## src/rtl/bias_dac_pkg.sv

```systemverilog
// bias_dac_pkg
// Shared types and helpers for the bias DAC serial loader.
//   state_t       : loader FSM states
//   PARITY_BITS   : 1 when BIAS_PARITY_EN is defined, else 0
//   frame_width() : bits per serial frame (address + data [+ parity])
//   next_enabled(): lowest enabled channel index >= from, or num_ch if none
// Optional feature macro: BIAS_PARITY_EN (trailing even-parity bit per frame).
package bias_dac_pkg;

  typedef enum logic [1:0] {IDLE, SHIFT, GAP, DONE} state_t;

  localparam int MAX_CH = 32;

`ifdef BIAS_PARITY_EN
  localparam int PARITY_BITS = 1;
`else
  localparam int PARITY_BITS = 0;
`endif

  function automatic int frame_width(input int addr_w, input int data_w);
    return addr_w + data_w + PARITY_BITS;
  endfunction

  // Scan high to low so the last hit is the lowest qualifying index.
  function automatic int next_enabled(input logic [MAX_CH-1:0] mask,
                                      input int from, input int num_ch);
    int res;
    res = num_ch;
    for (int i = MAX_CH - 1; i >= 0; i--)
      if (i >= from && i < num_ch && mask[i]) res = i;
    return res;
  endfunction

endpackage

```

## src/rtl/bias_bit_timer.sv

```systemverilog
// bias_bit_timer
// Bit-period divider: 2*CLK_DIV clk cycles per bit period.
//   clk, rst_n : clock, synchronous active-low reset
//   en         : advance the divider
//   clr        : synchronous clear back to the start of a bit period
//   sclk_lvl   : low for the first CLK_DIV cycles, high for the last CLK_DIV
//   bit_start  : first cycle of a bit period (while enabled)
//   bit_end    : last cycle of a bit period (while enabled)
module bias_bit_timer #(
  parameter int CLK_DIV = 2
) (
  input  logic clk,
  input  logic rst_n,
  input  logic en,
  input  logic clr,
  output logic sclk_lvl,
  output logic bit_start,
  output logic bit_end
);
  localparam int DW = $clog2(2 * CLK_DIV);
  localparam logic [DW-1:0] LAST = DW'(2 * CLK_DIV - 1);

  logic [DW-1:0] div;

  always_ff @(posedge clk) begin
    if (!rst_n || clr)  div <= '0;
    else if (en)        div <= (div == LAST) ? '0 : div + DW'(1);
  end

  assign sclk_lvl  = (div >= DW'(CLK_DIV));
  assign bit_start = en && (div == '0);
  assign bit_end   = en && (div == LAST);
endmodule

```

## src/rtl/bias_dac_loader.sv

```systemverilog
// bias_dac_loader
// Snapshots NUM_CH bias words on start and shifts one CS-framed word
// (address MSB first, then data MSB first) per enabled channel, with an
// idle gap of GAP_BITS bit periods between frames.
//   clk, rst_n : clock, synchronous active-low reset
//   start      : load request, only honoured in IDLE
//   ch_mask    : per-channel enable, sampled with start
//   bias_data  : channel i at [i*DATA_W +: DATA_W], sampled with start
//   busy       : frames or gaps in progress
//   done       : one-cycle pulse at load completion
//   sclk/sda/cs_n : DAC serial pins; sclk idles low, cs_n active low
//   cur_ch     : channel being shifted, 0 when idle
// Optional feature macro: BIAS_PARITY_EN adds a trailing even-parity bit.
module bias_dac_loader
  import bias_dac_pkg::*;
#(
  parameter int NUM_CH   = 4,
  parameter int ADDR_W   = 2,
  parameter int DATA_W   = 8,
  parameter int CLK_DIV  = 2,
  parameter int GAP_BITS = 10
) (
  input  logic                     clk,
  input  logic                     rst_n,
  input  logic                     start,
  input  logic [NUM_CH-1:0]        ch_mask,
  input  logic [NUM_CH*DATA_W-1:0] bias_data,
  output logic                     busy,
  output logic                     done,
  output logic                     sclk,
  output logic                     sda,
  output logic                     cs_n,
  output logic [ADDR_W-1:0]        cur_ch
);
  localparam int FRAME_W = frame_width(ADDR_W, DATA_W);
  localparam int BW      = $clog2(FRAME_W + 1);
  localparam int GW      = $clog2(GAP_BITS + 1);

  state_t                     state, state_nx;
  logic [NUM_CH-1:0]          snap_mask;
  logic [NUM_CH*DATA_W-1:0]   snap_data;
  logic [FRAME_W-1:0]         sr;
  logic [BW-1:0]              bit_cnt;
  logic [GW-1:0]              gap_cnt;
  logic [ADDR_W-1:0]          ch;
  logic                       sclk_lvl, bit_start, bit_end, tmr_en;
  logic                       frame_last, gap_last;
  int                         first_ch, nxt_ch, sel;
  logic [MAX_CH-1:0]          m_in, m_snap;
  logic [DATA_W-1:0]          sel_data;
  logic [FRAME_W-1:0]         load_word;

  assign tmr_en = (state == SHIFT) || (state == GAP);

  bias_bit_timer #(.CLK_DIV(CLK_DIV)) u_timer (
    .clk      (clk),
    .rst_n    (rst_n),
    .en       (tmr_en),
    .clr      (!tmr_en),
    .sclk_lvl (sclk_lvl),
    .bit_start(bit_start),
    .bit_end  (bit_end)
  );

  // Counters count bit-period starts, so the terminal value equals the length.
  assign frame_last = (state == SHIFT) && bit_end && (bit_cnt == BW'(FRAME_W));
  assign gap_last   = (state == GAP)   && bit_end && (gap_cnt == GW'(GAP_BITS));

  // Channel selection and frame word for the next frame to be loaded.
  // From IDLE the live inputs are used (snapshot cycle); afterwards the snapshot.
  always_comb begin
    m_in   = '0;
    m_snap = '0;
    m_in[NUM_CH-1:0]   = ch_mask;
    m_snap[NUM_CH-1:0] = snap_mask;
    first_ch = next_enabled(m_in, 0, NUM_CH);
    nxt_ch   = next_enabled(m_snap, int'(ch) + 1, NUM_CH);
    sel      = (state == IDLE) ? first_ch : nxt_ch;
    if (sel >= NUM_CH) sel = 0;
    sel_data = (state == IDLE) ? bias_data[sel*DATA_W +: DATA_W]
                               : snap_data[sel*DATA_W +: DATA_W];
`ifdef BIAS_PARITY_EN
    load_word = {ADDR_W'(sel), sel_data, ^{ADDR_W'(sel), sel_data}};
`else
    load_word = {ADDR_W'(sel), sel_data};
`endif
  end

  always_ff @(posedge clk) begin
    if (!rst_n) state <= IDLE;
    else        state <= state_nx;
  end

  always_comb begin
    state_nx = state;
    busy     = 1'b0;
    done     = 1'b0;
    case (state)
      IDLE:  if (start) state_nx = (first_ch < NUM_CH) ? SHIFT : DONE;
      SHIFT: begin
        busy = 1'b1;
        if (frame_last) state_nx = (nxt_ch < NUM_CH) ? GAP : DONE;
      end
      GAP: begin
        busy = 1'b1;
        if (gap_last) state_nx = SHIFT;
      end
      DONE: begin
        done     = 1'b1;
        state_nx = IDLE;
      end
      default: state_nx = IDLE;
    endcase
  end

  always_ff @(posedge clk) begin
    if (!rst_n) begin
      snap_mask <= '0;
      snap_data <= '0;
      sr        <= '0;
      bit_cnt   <= '0;
      gap_cnt   <= '0;
      ch        <= '0;
    end else begin
      case (state)
        IDLE: if (start) begin
          snap_mask <= ch_mask;
          snap_data <= bias_data;
          ch        <= ADDR_W'(first_ch);
          sr        <= load_word;
          bit_cnt   <= '0;
        end
        SHIFT: begin
          if (bit_start) bit_cnt <= bit_cnt + BW'(1);
          if (bit_end)   sr <= sr << 1;
          if (frame_last) gap_cnt <= '0;
        end
        GAP: begin
          if (bit_start) gap_cnt <= gap_cnt + GW'(1);
          if (gap_last) begin
            ch      <= ADDR_W'(nxt_ch);
            sr      <= load_word;
            bit_cnt <= '0;
          end
        end
        default: ;
      endcase
    end
  end

  assign cs_n   = (state != SHIFT);
  assign sclk   = (state == SHIFT) && sclk_lvl;
  assign sda    = (state == SHIFT) && sr[FRAME_W-1];
  assign cur_ch = tmr_en ? ch : '0;
endmodule
```

## config.mk

```make
export PLATFORM = sky130hd
export DESIGN_NAME = bias_dac_loader
export DESIGN_NICKNAME = d
export VERILOG_FILES = /design/src/rtl/bias_dac_pkg.sv /design/src/rtl/bias_bit_timer.sv /design/src/rtl/bias_dac_loader.sv
export SDC_FILE = /design/constraint.sdc
export NUM_CORES = 1
export LEC_CHECK = 0
export ABC_AREA = 1
export BUFFER_PORTS_ARGS = -buffer_cell sky130_fd_sc_hd__clkbuf_2
export CAP_MARGIN = 20
export CELL_PAD_IN_SITES_DETAIL_PLACEMENT = 1
export CELL_PAD_IN_SITES_GLOBAL_PLACEMENT = 2
export CORE_AREA = 4 4 113 115
export CTS_CLUSTER_DIAMETER = 120
export CTS_CLUSTER_SIZE = 14
export DETAILED_ROUTE_END_ITERATION = 8
export DIE_AREA = 0 0 117 119
export PLACE_DENSITY = 0.83
export SLEW_MARGIN = 20
export SYNTH_ARGS = -nofsm -noshare
export SYNTH_HDL_FRONTEND = slang
export SYNTH_SLANG_ARGS = --single-unit
```

## constraint.sdc

```tcl
create_clock -name clk -period 1.8 [get_ports clk]
set_clock_uncertainty 0.15 [all_clocks]
set_input_delay 0 -clock clk [delete_from_list [all_inputs] [get_ports clk]]
set_output_delay 0 -clock clk [all_outputs]
set_load 0.05 [all_outputs]
```

==> impl_metrics.py <==
metrics = {
    "outcome": {
        "outcome": "finished with violations",
        "violations": "negative setup slack",
    },
    "cts": {
        "clk_pin_slew_ns": 0.06,
        "numCtsBuffers": 9,
        "cts_max_level": 3,
        "cts_tree": "yes",
        "ctsLongestPathBuffers": 2,
        "root_buffer": "clkbuf_16",
        "clock_sinks": 59,
        "insertion_delay_ns": 0.33,
    },
    "sta": {
        "finalCriticalPeriod_ns": 1.93,
        "slew_headroom_pct": 71.6,
        "rsz0062_at_grt": "yes",
        "fin_ws_ns": -0.135,
        "maxSlewViolCount": 0,
        "clock.fmax_ghz": 0.517,
        "hold_viol": 0,
        "fin_crit_sh_pct": 107,
        "setup_violations": 18,
        "worst_pin_slew_ns": 0.426,
    },
    "yosys": {
        "synthTopCellsByCount": "84 x nor2_1, 64 x nand2_1, 59 x dfxtp_1, 50 x a21oi_1, 47 x nand3_1",
        "postSynthCellCount": 472,
        "synth_fp_nets": 522,
        "synth-compound-area-share_pct": 21.1,
        "ys_seq_area_share_pct": 36.5,
        "netlist.area_leader.share_pct": 36.5,
        "synth-xor-area-share_pct": 1.08,
        "ys_async_sr_fraction_pct": 0,
        "avgSynthCellArea_um2": 6.86,
        "yosys.area.top_type": "dfxtp_1",
        "synth_top_family_by_area": "simple AND/OR/NAND/NOR gates",
        "yosys.area_share.adder_pct": 4.25,
        "ys_seq_elements": 59,
        "synth-simple-area-share_pct": 27.8,
        "synth_flop_cell": "dfxtp_1",
        "yosysMostFrequentCell": "nor2_1",
        "synthDistinctLibCells": 32,
        "syn_area_um2": 3240,
        "synthTopCellsByArea": "dfxtp_1 36%, nor2_1 9.7%, a21oi_1 7.7%, nand2_1 7.4%, nand3_1 7.3%",
        "muxShareOfSynthArea_pct": 0,
        "yosysWarnings": 0,
        "synth_edf_count": 0,
    },
    "global_routing": {
        "antenna_found_initial": 0,
        "grt_max_degree": 33,
        "grt_pass1_vias": 4002,
        "grt_use_total_pct": 17.6,
        "grt_overflow": 0,
        "grt_pass1_wl_um": 19400,
    },
    "detailed_routing": {
        "wire_per_inst_um": 16.1,
        "num_vias": 3665,
        "final_antenna_net_count": 0,
        "vias_per_cell": 4.99,
        "drt-total-wl_um": 11800,
        "drcViolationCount": 0,
        "drt_pass1_iterations": 4,
        "drt_iter0_drc": 105,
    },
    "place": {
        "hpwl_um": 7540,
        "portBuffers": 45,
        "pre_cts_ws_ns": -0.145,
        "gp_congestion": 0.779,
    },
    "layout": {
        "nets": 632,
        "diodes": 0,
        "multi_input_area_um2": 2010,
        "nFillCells": 1466,
        "syn_to_final_growth_pct": 51.3,
        "drive_above_1_share_pct": 29.1,
        "seq_area_um2": 1180,
    },
    "critical_path": {
        "required_ns": 1.89,
        "startpoint_type": "register",
        "arrival_ns": 2.03,
        "crit_type": "reg -> reg",
        "startpoint": "state[1]",
        "crit_path_end_kind": "register",
        "regToRegStartpoint": "state[1]",
        "path_max_fanout": 5,
    },
    "power_and_ir_drop": {
        "power.total_mw": 9.45,
        "p_leak_nw": 2.12,
        "powerDensity_nw_per_um2": 1930,
        "vdd_drop_max_mv": 0.814,
    },
    "die": {
        "core-area_um2": 11800,
        "start_util_pct": 27.4,
        "ioPinCount": 46,
        "fp.dieH_um": 119,
        "fp-row-count": 40,
        "die_w_um": 117,
        "design.die.area_um2": 13900,
    },
    "flow_run": {
        "maxCapViolCount": 0,
    },
    "min_path": {
        "hp-start": "rst_n",
        "hold_path.class": "in -> reg",
    },
}
-- cell families after synthesis --
logic type,Yosys count
xor gates and xnor gates,4
adders and majority gates,11
and+or+nand+nor,209
DFF,59
buffers and inverters,75
AOI/OAI and AO/OA,114
-- stage by stage --
step,hold slack [ns],cell area (um^2),instances,TNS (ns),utilization [%]
global placement,0.110,3810,666,-0.114,32.2
finish,0.00474,4900,734,-1.53,41.5
detailed placement,0.119,3810,666,-1.31,32.2
CTS,0.0278,4770,731,-1.12,40.3
global route,0.0362,4900,734,-3.43,41.5
floorplan,-0.0191,3260,472,-0.758,-
-- where the power goes --
group / leakage (nW) / switching (mW) / internal, mW / total (mW)
Combinational: 1.47 / 3.39 / 2.14 / 5.53
Clock: 0.163 / 0.610 / 1.39 / 2.00
Sequential: 0.487 / 0.217 / 1.70 / 1.92
-- placed cells by master, fill, tap and decap left out, types with 10 or more instances in the layout --
master         Yosys  routed
nor2_1            84      78
dfxtp_1           59      57
nand2_1           64      53
a21oi_1           50      45
inv_1             46      41
clkbuf_2           0      41
nand3_1           47      40
dlygate4sd3_1      0      36
buf_4              1      31
o21ai_0           31      25
a221oi_1          17      17
o21ai_2            5      11
nand2_2            3      10
-- final timing paths --
check | end | slack (ns) | depth (start not counted)
worst max-delay path | sr[9] | -0.13 | 9
worst min-delay path | state[1] | 0.005 | 4
worst max register to register | sr[9] | -0.13 | 9
worst min register to register | u_timer.div[0] | 0.32 | 1
-- worst max-delay path, cell delays in order, from the launching register on --
cell	delay [ns]
dfxtp_2	0.35
inv_4	0.05
ha_4	0.28
nand2_4	0.06
buf_6	0.12
a21oi_4	0.29
nand3_4	0.19
nor2_4	0.13
o21ai_2	0.06
a21oi_1	0.16
-- area by class of cell --
type	instances	area share, %
Multi-Input combinational cell	341	40.9
Sequential cell	59	24.2
Timing Repair Buffer	121	20.2
Clock buffer	12	5.03
Inverter	50	3.93
Tap cell	147	3.75
Clock inverter	4	1.99
-- repair_timing --
item / CTS / global route
hold buffers: 36 / 0
endpoints found under the hold margin: 35 / 0
pin swaps: 6 / 17
endpoints found under the setup margin: 18 / 26
buffers inserted: 10 / 4
cloned: 3 / 0
gates resized for setup: 35 / 36
-- flip-flops by register name (all words and copies together), names as in the netlist --
signal       cells
snap_data       32
sr              10
bit_cnt          4
gap_cnt          4
snap_mask        3
ch               2
state            2
u_timer.div      2
-- layer usage --
layer / global-route usage [%] / routed length [um]
met4: 5.73 / 229
met3: 2.34 / 320
met2: 31.8 / 6320
met1: 21.0 / 4960
met5: 0 / 0
Note: power is estimated with default switching activity, not from simulation.
